===== src/rtl/rcn_pkg.sv =====
// Shared definitions for the RCN ring: slot field positions and slave FSM encoding.
package rcn_pkg;

  localparam int RCN_VALID   = 63;
  localparam int RCN_PEND    = 62;
  localparam int RCN_WR      = 61;
  localparam int RCN_ID_HI   = 60;
  localparam int RCN_ID_LO   = 55;
  localparam int RCN_MASK_HI = 54;
  localparam int RCN_MASK_LO = 51;
  localparam int RCN_ADDR_HI = 50;
  localparam int RCN_ADDR_LO = 32;
  localparam int RCN_DATA_HI = 31;
  localparam int RCN_DATA_LO = 0;

  typedef enum logic [1:0] {
    ST_IDLE = 2'd0,
    ST_BUSY = 2'd1,
    ST_RESP = 2'd2
  } rcn_state_t;

endpackage


===== src/rtl/rcn_slave_node.sv =====
// RCN ring responder: consumes requests hitting its address window, runs them on the
// local CS/ACK port, then drops the response into the first empty ring slot.
module rcn_slave_node
  import rcn_pkg::*;
#(
  parameter logic [18:0] ADDR_BASE = 19'h00000,
  parameter logic [18:0] ADDR_MASK = 19'h7FF00
) (
  input  logic        CLK,
  input  logic        RST,
  input  logic [63:0] RCN_IN,
  output logic [63:0] RCN_OUT,
  output logic        CS,
  output logic        WE,
  output logic [18:0] ADDR,
  output logic [3:0]  WMASK,
  output logic [31:0] WDATA,
  input  logic [31:0] RDATA,
  input  logic        ACK
);

  // Local port handshake: CS rises with a latched request and stays high until a
  // single-cycle ACK; ACK outside CS is meaningless and ignored.
  rcn_state_t  state, state_d;
  logic [63:0] rcn_q, rcn_d;
  logic        cs_q, cs_d;
  logic        we_q, we_d;
  logic [5:0]  id_q, id_d;
  logic [3:0]  mask_q, mask_d;
  logic [18:0] addr_q, addr_d;
  logic [31:0] data_q, data_d;
  logic        hit;

  assign hit = RCN_IN[RCN_VALID] & RCN_IN[RCN_PEND] &
               ((RCN_IN[RCN_ADDR_HI:RCN_ADDR_LO] & ADDR_MASK) == (ADDR_BASE & ADDR_MASK));

  always_comb begin
    state_d = state;
    rcn_d   = RCN_IN;
    cs_d    = cs_q;
    we_d    = we_q;
    id_d    = id_q;
    mask_d  = mask_q;
    addr_d  = addr_q;
    data_d  = data_q;
    case (state)
      ST_IDLE: begin
        if (hit) begin
          we_d    = RCN_IN[RCN_WR];
          id_d    = RCN_IN[RCN_ID_HI:RCN_ID_LO];
          mask_d  = RCN_IN[RCN_MASK_HI:RCN_MASK_LO];
          addr_d  = RCN_IN[RCN_ADDR_HI:RCN_ADDR_LO];
          data_d  = RCN_IN[RCN_DATA_HI:RCN_DATA_LO];
          rcn_d   = '0;
          cs_d    = 1'b1;
          state_d = ST_BUSY;
        end
      end
      ST_BUSY: begin
        // Writes answer with the data they wrote, so data_q is only replaced on reads.
        if (ACK) begin
          if (!we_q) data_d = RDATA;
          cs_d    = 1'b0;
          state_d = ST_RESP;
        end
      end
      ST_RESP: begin
        if (!RCN_IN[RCN_VALID]) begin
          rcn_d   = {1'b1, 1'b0, we_q, id_q, mask_q, addr_q, data_q};
          state_d = ST_IDLE;
        end
      end
      default: state_d = ST_IDLE;
    endcase
  end

  always_ff @(posedge CLK) begin
    if (RST) begin
      state  <= ST_IDLE;
      rcn_q  <= '0;
      cs_q   <= 1'b0;
      we_q   <= 1'b0;
      id_q   <= '0;
      mask_q <= '0;
      addr_q <= '0;
      data_q <= '0;
    end else begin
      state  <= state_d;
      rcn_q  <= rcn_d;
      cs_q   <= cs_d;
      we_q   <= we_d;
      id_q   <= id_d;
      mask_q <= mask_d;
      addr_q <= addr_d;
      data_q <= data_d;
    end
  end

  assign RCN_OUT = rcn_q;
  assign CS      = cs_q;
  assign WE      = we_q;
  assign ADDR    = addr_q;
  assign WMASK   = mask_q;
  assign WDATA   = data_q;

endmodule


===== config.mk =====
export PLATFORM = sky130hd
export DESIGN_NAME = rcn_slave_node
export DESIGN_NICKNAME = d
export VERILOG_FILES = /design/src/rtl/rcn_pkg.sv /design/src/rtl/rcn_slave_node.sv
export SDC_FILE = /design/constraint.sdc
export NUM_CORES = 1
export LEC_CHECK = 0
export CELL_PAD_IN_SITES_DETAIL_PLACEMENT = 1
export CELL_PAD_IN_SITES_GLOBAL_PLACEMENT = 1
export CORE_ASPECT_RATIO = 0.9
export CORE_MARGIN = 5
export CORE_UTILIZATION = 23
export CTS_BUF_LIST = sky130_fd_sc_hd__clkbuf_16
export DETAILED_ROUTE_END_ITERATION = 10
export PLACE_DENSITY_LB_ADDON = 0.1
export RECOVER_POWER = 25
export SLEW_MARGIN = 40
export SYNTH_ARGS = -nofsm -noshare
export SYNTH_HDL_FRONTEND = slang
export SYNTH_SLANG_ARGS = --single-unit

===== constraint.sdc =====
create_clock -name CLK -period 1.8 [get_ports CLK]
set_input_delay 0.36 -clock CLK [delete_from_list [all_inputs] [get_ports CLK]]
set_output_delay 0.36 -clock CLK [all_outputs]
set_load 0.01 [all_outputs]

* After elaboration in Yosys (flattened, before gate mapping)
Cells that the tools add are included.
** Word-level totals
- Flip-flop bits (word level) :: 129
- Input port bits :: 99
- Output and inout port bits :: 121
- Word-level logic and storage cells :: 37
** Operators by class
- Equal/unequal tests :: 6
- Muxes and demuxes :: 14
- Bitwise operators :: 2
- Reduce and logical (&&, ||, !) cells :: 7
** Operator list (count)
- case mux 64 bit (2 select lines) :: 1
- 2-to-1 mux 32 bit :: 3
- 2-to-1 mux 64 bit :: 1
- case mux 32 bit (2 select lines) :: 1
- 2-to-1 mux 63 bit :: 1
- zero test 19 bit :: 1
- != test 2 bit, second input constant :: 4
- 2-to-1 mux 2 bit :: 3
- case mux 2 bit (3 select lines) :: 1
- AND reduction 3 bit :: 2
- AND reduction 4 bit :: 1
- AND 1 bit :: 2
- == test 2 x 1 -> 1 bit, second input constant :: 1
- == test 2 bit, second input constant :: 1
- zero test 2 bit :: 1
- 2-to-1 mux 1 bit :: 2
- case mux 1 bit (2 select lines) :: 1
- AND reduction 2 bit :: 1
- nonzero test 2 bit :: 1

* Logic depth before layout (Yosys ltp)
Gate-level depths: netlist of the first run.
- Depth in word-level cells :: 4
- Gate-level depth with buffers :: 7
- Depth with buffers taken out :: 4

* Worst setup path before layout of the first run
No wires, ideal clock.
- Path kind :: input-to-reg
- Start :: input port RCN_IN[50]
- End :: register data_q[21], in the netlist WDATA[21]
- Setup time :: 0.119 ns
- Data arrival time :: 1.435 ns
- Required time :: 1.681 ns
- Path slack :: 0.246 ns
- Stages :: 5
- Path buffers :: 2
- Path through :: nor4_1 -> nand4_1 -> buf_2 -> buf_6 -> o221a_1
** Between the ends
- Cells in the longest elaborated chain, start to end :: 4
** Ends and longest elaborated chain
- start: declaration :: RTL line rcn_slave_node.sv:11 : input logic [63:0] RCN_IN,
- zero test 19 bit :: RTL line rcn_slave_node.sv:35 : ((RCN_IN[RCN_ADDR_HI:RCN_ADDR_LO] & ADDR_MASK) == (ADDR_BASE & ADDR_MASK));
- AND 1 bit :: RTL line rcn_slave_node.sv:34 : assign hit = RCN_IN[RCN_VALID] & RCN_IN[RCN_PEND] &
- != test 2 bit (no line)
- AND reduction 4 bit (no line)
- end signal: assignment :: RTL line rcn_slave_node.sv:95 : data_q <= data_d;
- end: declaration :: RTL line rcn_slave_node.sv:31 : logic [31:0] data_q, data_d;
No other way between the ends.
A chain may end at the register's enable or synchronous reset.

* Worst setup path after layout of the first run
- Start :: input port RCN_IN[48]
- End :: register data_q[15], in the netlist WDATA[15]
Same word-level chain as after synthesis.

==> results.ini, run 1 <==
[pwr]
p_leak_nw=3.13
total_power_mw=7.35
vdd_drop_max_mv=0.515
p_per_area_nw_per_um2=914

[worst_setup_path]
r2r_end=WDATA[24]$_SDFFE_PP0P_
required_ns=2.10
crit_slowest_cell=clkdlybuf4s50_1
setup.worst_path.end=WDATA[15]$_SDFFE_PP0P_
cp_top_family=buffers and inverters
arrival_ns=2.03
critPathLaunch=RCN_IN[48]
ff2ff_setup_slack_ns=0.18
cp-end-kind=register
cp.depth=6
crit_type=primary input to register
worstPathMaxFanout=20
crit_path_start_kind=primary input
crit_chain=clkdlybuf4s50_1 > nor4b_4 > nand4_1 > buf_6 > buf_12 > o221a_2
cp_slowest_stage_delay_ns=0.47
crit-reg2reg-launch=state[0]$_SDFFE_PP0P_
reg2regPathDepth=6
crit_buf_inv=3

[clock_network]
cts_root_buf=clkbuf_16
clk_pin_slew_worst_paths_ns=0.06
clock_latency_ns=0.41
cts_inserted_buffers=17
cts_hold_buffers=0
htree_levels=4
clk_path_buf_depth=2
cts_sinks=129
cts_tree=yes

[logic_synthesis]
synth_seq_area_share_pct=54.8
syn_area_um2=4710
synth_cell_types=25
syn_inst=553
synth_top_cell_area_share_pct=54.8
synth_seq_cells=129
yosys_warnings=0
synth_area_leaders=dfxtp_1 (55%), nand2_1 (9.1%), a21oi_1 (8.8%)
synth_nets=652
synth_area_leader_cell=dfxtp_1
synth.avg_cell_area_um2=8.52

[route]
avgRoutedWirePerCell_um=18.3
wl_mm=18.9
num_vias=4783
dr.pass1.iters=4
first_iter_violations=191
ant_nets=0
route.detailed.drc=0
routed_via_density=4.62

[grt]
busiest_layer=met2
overflow=0
grt.total_usage_pct=15.7
grt_max_degree=52
grt_pass1_wl_mm=29.3
grtUsageMet2_pct=26.5
grt_util_met1_pct=19.2
grt_pass1_vias=5109
use_met3_pct=4.56
antenna_found_initial=0

[final_layout]
drive_gt1_share_pct=10.8
utilization_pct=40.1
multiInputGateArea_um2=1960
n_fill_cell=2285
seq_area_um2=2580
final_cell_mix=clkdlybuf4s50_1 (185), dfxtp_1 (129), nand2_1 (112), a21oi_1 (83), nor2_1 (66)
area_delta_synth_final_pct=70.7
fin_nets=868
final_common_cell=clkdlybuf4s50_1
diodes=0

[sta]
timing.fmax_ghz=0.579
fin_crit_ns=1.73
slew_headroom_pct=65.4
finalSetupViolCount=0
hold_viol=0
period_share_pct=96.0
rsz0062_at_grt=no
skew_ns=0.0104
worst_pin_slew_ns=0.519
finalMaxSlewViolations=0

[die]
rows=49
dieArea_um2=23400
start_util_pct=23.5
die_y_um=146
dieWidth_um=161
core_um2=20000
top_level_ports=220

[placement]
place.gp.congestion=0.739
port_buffers=219
dp_hpwl_mm=13.0

[min_path]
min-delay-path-class=primary input to register

[job]
cap_viol_max_count=0

[outcome]
outcome=completed

sequential cells by signal (all words and copies together), names as in the netlist:
register  count
ADDR         19
CS            1
RCN_OUT      64
WDATA        32
WE            1
WMASK         4
id_q          6
state         2
report_power, final:
part | leakage (nW) | switching, mW | internal (mW)
sequential | 1.06 | 0.0231 | 2.93
combinational | 1.76 | 0.237 | 0.358
clock | 0.306 | 1.34 | 2.45
total | 3.13 | 1.60 | 5.74
synthesized netlist by cell type (all sizes together):
cell type / number
and4: 1
mux2i: 1
clkbuf: 31
nand4bb: 1
and2: 13
nand4: 1
inv: 2
a21oi: 83
a311oi: 1
o221a: 32
nor2b: 1
and3: 1
nor2: 67
or3: 1
a32oi: 1
nor4: 2
nand3: 50
nor3: 2
nor4b: 1
buf: 17
nand2: 114
nor3b: 1
dfxtp: 129
logic make-up after synthesis:
kind of cell,share of synthesized area (%)
mux,0.212
simple gates,23.6
buf+inv,4.57
compound gates,16.8
flops,54.8
metal layers:
| layer | vias up | routed length [um] |
|---|---|---|
| met5 | - | 0 |
| met4 | 0 | 310 |
| met3 | 20 | 965 |
| met1 | 2316 | 8440 |
| li1 | 2315 | - |
| met2 | 132 | 9230 |
per-stage QoR:
stage	hold WS, ns	TNS (ns)	area [um^2]	worst slack (ns)	std cells
detailed placement	0.450	-52.47	7310	-0.569	1002
finish	0.259	0	8040	0.0714	1036
floorplan	0.432	0	4710	0.246	553
global route	0.252	0	8040	0.00770	1036
global placement	0.440	-48.85	7310	-0.538	1002
CTS	0.338	0	8010	0.0139	1035
tightest hold or removal path: stages:
cell and delay (ns):
dlymetal6s2s_1 0.14, nand2_1 0.06, a21oi_1 0.06
timing repair:
action | 4_1_cts | 5_1_grt
pin swaps | 2 | 2
gates resized for setup | 10 | 6
endpoints found under the hold margin | 0 | 0
setup endpoints to repair | 75 | 25
cloned | 1 | 1
setup buffers | 1 | 0
cell type report:
type / count / area share [%]
flip-flops and latches: 129 / 32.1
repair buffers: 245 / 31.5
multi-input cells: 374 / 24.4
clock buffers: 17 / 5.29
well taps: 255 / 3.97
clock inverters: 14 / 2.65
inverters: 2 / 0.0934
worst min path at each step:
stage,startpoint,end,cells after the start
2_1_floorplan,id_q[0]$_SDFFE_PP0P_,id_q[0]$_SDFFE_PP0P_,2
3_3_place_gp,id_q[3]$_SDFFE_PP0P_,id_q[3]$_SDFFE_PP0P_,2
3_5_place_dp,id_q[3]$_SDFFE_PP0P_,id_q[3]$_SDFFE_PP0P_,2
4_1_cts,RCN_IN[42],RCN_OUT[42]$_SDFF_PP0_,3
5_1_grt,RCN_IN[43],RCN_OUT[43]$_SDFF_PP0_,3
6_report,RCN_IN[43],RCN_OUT[43]$_SDFF_PP0_,3
No activity file was read; power rests on OpenSTA's default activity.
==> run 2, diff against run 1 <==
DONT_BUFFER_PORTS = 1   (was default)
HOLD_SLACK_MARGIN = 0.1   (was default)
==> run 2 against run 1 <==
Net effect:
- core utilization fell by 11 points
- die area did not move
- cell count fell by 21%
- combinational power fell by 79%
- non-clock buffer count fell by 217
- highest routed layer unchanged
- worst setup slack improved by 0.065 ns
- worst hold slack got worse by 0.24 ns
- fmax rose by 3.9%
- sequential power rose by 2%
==> results.ini, run 2 (synthesis gave the netlist of run 1 again) <==
[sta]
slew_headroom_pct=60.6  ; -4.8 points
finalMaxSlewViolations=0  ; unchanged
rsz0062_at_grt=no
timing.fmax_ghz=0.601  ; +3.9%
timing.hold.ws_ns=0.0234  ; -0.236 ns
worst_pin_slew_ns=0.589  ; +0.0696 ns
skew_ns=0.0102  ; -0.000164 ns
fin_crit_ns=1.66  ; -0.0654 ns
period_share_pct=92.4  ; -3.6 points
finalSetupViolCount=0  ; unchanged
hold_viol=0  ; unchanged

[worst_setup_path]
cp-end-kind=register
arrival_ns=2.01  ; -0.02 ns
crit_slowest_cell=dlygate4sd3_1
cp_top_family=buffers and inverters
crit_path_start_kind=register
r2r_end=state[1]$_SDFFE_PP0P_
reg2regPathDepth=5  ; -1
crit_chain=buf_4 > inv_1 > or3_1 > a21oi_1 > dlygate4sd3_1
worstPathMaxFanout=6  ; -70%
crit_buf_inv=3  ; unchanged
crit_type=register to register
crit-reg2reg-launch=state[0]$_SDFFE_PP0P_
required_ns=2.15  ; +0.05 ns
cp_slowest_stage_delay_ns=0.55  ; +0.08 ns
ff2ff_setup_slack_ns=0.14  ; -0.04 ns

[route]
routed_via_density=4.86  ; +5.3%
ant_nets=0  ; unchanged
avgRoutedWirePerCell_um=20.1  ; +9.9%
num_vias=3988  ; -17%
dr.pass1.iters=4  ; unchanged
first_iter_violations=219  ; +15%
route.detailed.drc=0  ; unchanged
wl_mm=16.5  ; -13%

[clock_network]
clock_latency_ns=0.41  ; about the same
cts_tree=yes
clk_path_buf_depth=2  ; unchanged
cts_sinks=129  ; unchanged
cts_setup_buffers=0  ; -1
cts_inserted_buffers=17  ; unchanged
cts_root_buf=clkbuf_16
htree_levels=4  ; unchanged
clk_pin_slew_worst_paths_ns=0.06  ; about the same

[grt]
grt_util_met1_pct=15.9  ; -3.3 points
antenna_found_initial=0  ; unchanged
grtUsageMet2_pct=23.2  ; -3.3 points
use_met3_pct=5.86  ; +1.3 points
grt.total_usage_pct=13.8  ; -1.9 points
overflow=0  ; unchanged
busiest_layer=met2
grt_pass1_vias=4261  ; -17%
grt_max_degree=119  ; +130%
grt_pass1_wl_mm=25.6  ; -13%

[final_layout]
n_fill_cell=2322  ; +1.6%
seq_area_um2=2580  ; unchanged
drive_gt1_share_pct=13.3  ; +2.5 points
largest_register_ffs=64  ; unchanged
multiInputGateArea_um2=1920  ; -1.9%
final_common_cell=dfxtp_1
fin_nets=651  ; -25%
diodes=0  ; unchanged
utilization_pct=28.7  ; -11 points
area_delta_synth_final_pct=22.3
fin_cells=820  ; -21%
final_cell_mix=dfxtp_1 (129), nand2_1 (113), a21oi_1 (83), nor2_1 (67), nand3_1 (50)

[die]
dieWidth_um=161  ; unchanged
top_level_ports=220  ; unchanged
rows=49  ; unchanged
start_util_pct=23.5  ; unchanged
die_y_um=146  ; unchanged
core_um2=20000  ; unchanged
dieArea_um2=23400  ; unchanged

[pwr]
p_per_area_nw_per_um2=1190  ; +30%
p_leak_nw=2.20  ; -30%
vdd_drop_max_mv=0.476  ; -7.6%

[placement]
dp_hpwl_mm=10.8  ; -17%
place.gp.congestion=0.727  ; -1.6%
port_buffers=0  ; -100%
dpl.cell_count=777  ; -22%

[min_path]
hold_path.startpoint=RST
min-delay-path-class=primary input to register
holdPathStages=1  ; -2
min_to=RCN_OUT[14]$_SDFF_PP0_

[job]
cap_viol_max_count=0  ; unchanged

[outcome]
outcome=completed

[run 2: changes by cell type in the layout (fill, tap and decap cells not counted), sizes merged]
| cell | before | now |
|---|---|---|
| buf | 23 | 17 |
| bufinv | 5 | 4 |
| clkbuf | 21 | 17 |
| clkdlybuf4s50 | 185 | 0 |
| clkinv | 6 | 4 |
| clkinvlp | 1 | 3 |
| dlygate4sd2 | 2 | 0 |
| dlygate4sd3 | 28 | 11 |
| dlymetal6s2s | 3 | 0 |
| inv | 4 | 6 |
[run 2: routing by layer]
layer,share of wire (%),routed length [um],vias up
li1,-,-,1877
met1,41,6770,1961
met2,49,8110,130
met3,8.5,1400,20
met4,1.2,193,0
met5,0,0,-
[run 2: metrics by stage]
stage	area [um^2]	TNS (ns)	worst slack, ns	power [mW]
3_3_place_gp	5020	-0.745	-0.0278	3.19
5_1_grt	5760	0	0.0248	7.11
6_report	5760	0	0.137	6.85
3_5_place_dp	5020	-0.895	-0.0429	3.19
4_1_cts	5690	0	0.158	6.95
2_1_floorplan	4710	0	0.246	3.18
[run 2: final cells by class]
class,count,share of cell area (%)
sequential,129,44.8
multi-input combinational,374,33.4
clock buffer,17,7.38
timing repair buffer,28,5.21
tap,255,5.54
inverter,2,0.130
clock inverter,15,3.56
[run 2: where the power goes]
part / internal, mW / switching (mW) / total [mW]
Clock: 2.33 / 1.38 / 3.71
Sequential: 2.93 / 0.0753 / 3.01
Combinational: 0.0708 / 0.0566 / 0.127
[run 2: worst max-delay path by stage]
stage	cells after the start	start	endpoint
after floorplan	5	RCN_IN[50]	WDATA[21]$_SDFFE_PP0P_
after global placement	7	RCN_IN[50]	WDATA[20]$_SDFFE_PP0P_
after detailed placement	5	RCN_IN[50]	WDATA[31]$_SDFFE_PP0P_
after CTS	5	state[0]$_SDFFE_PP0P_	state[1]$_SDFFE_PP0P_
after global routing	5	state[0]$_SDFFE_PP0P_	state[1]$_SDFFE_PP0P_
final	5	state[0]$_SDFFE_PP0P_	state[1]$_SDFFE_PP0P_
[run 2: repair_timing]
item,4_1_cts,5_1_grt
hold buffers,4,7
setup endpoints to repair,0,0
endpoints found under the hold margin,86,82
gates resized for setup,0,0
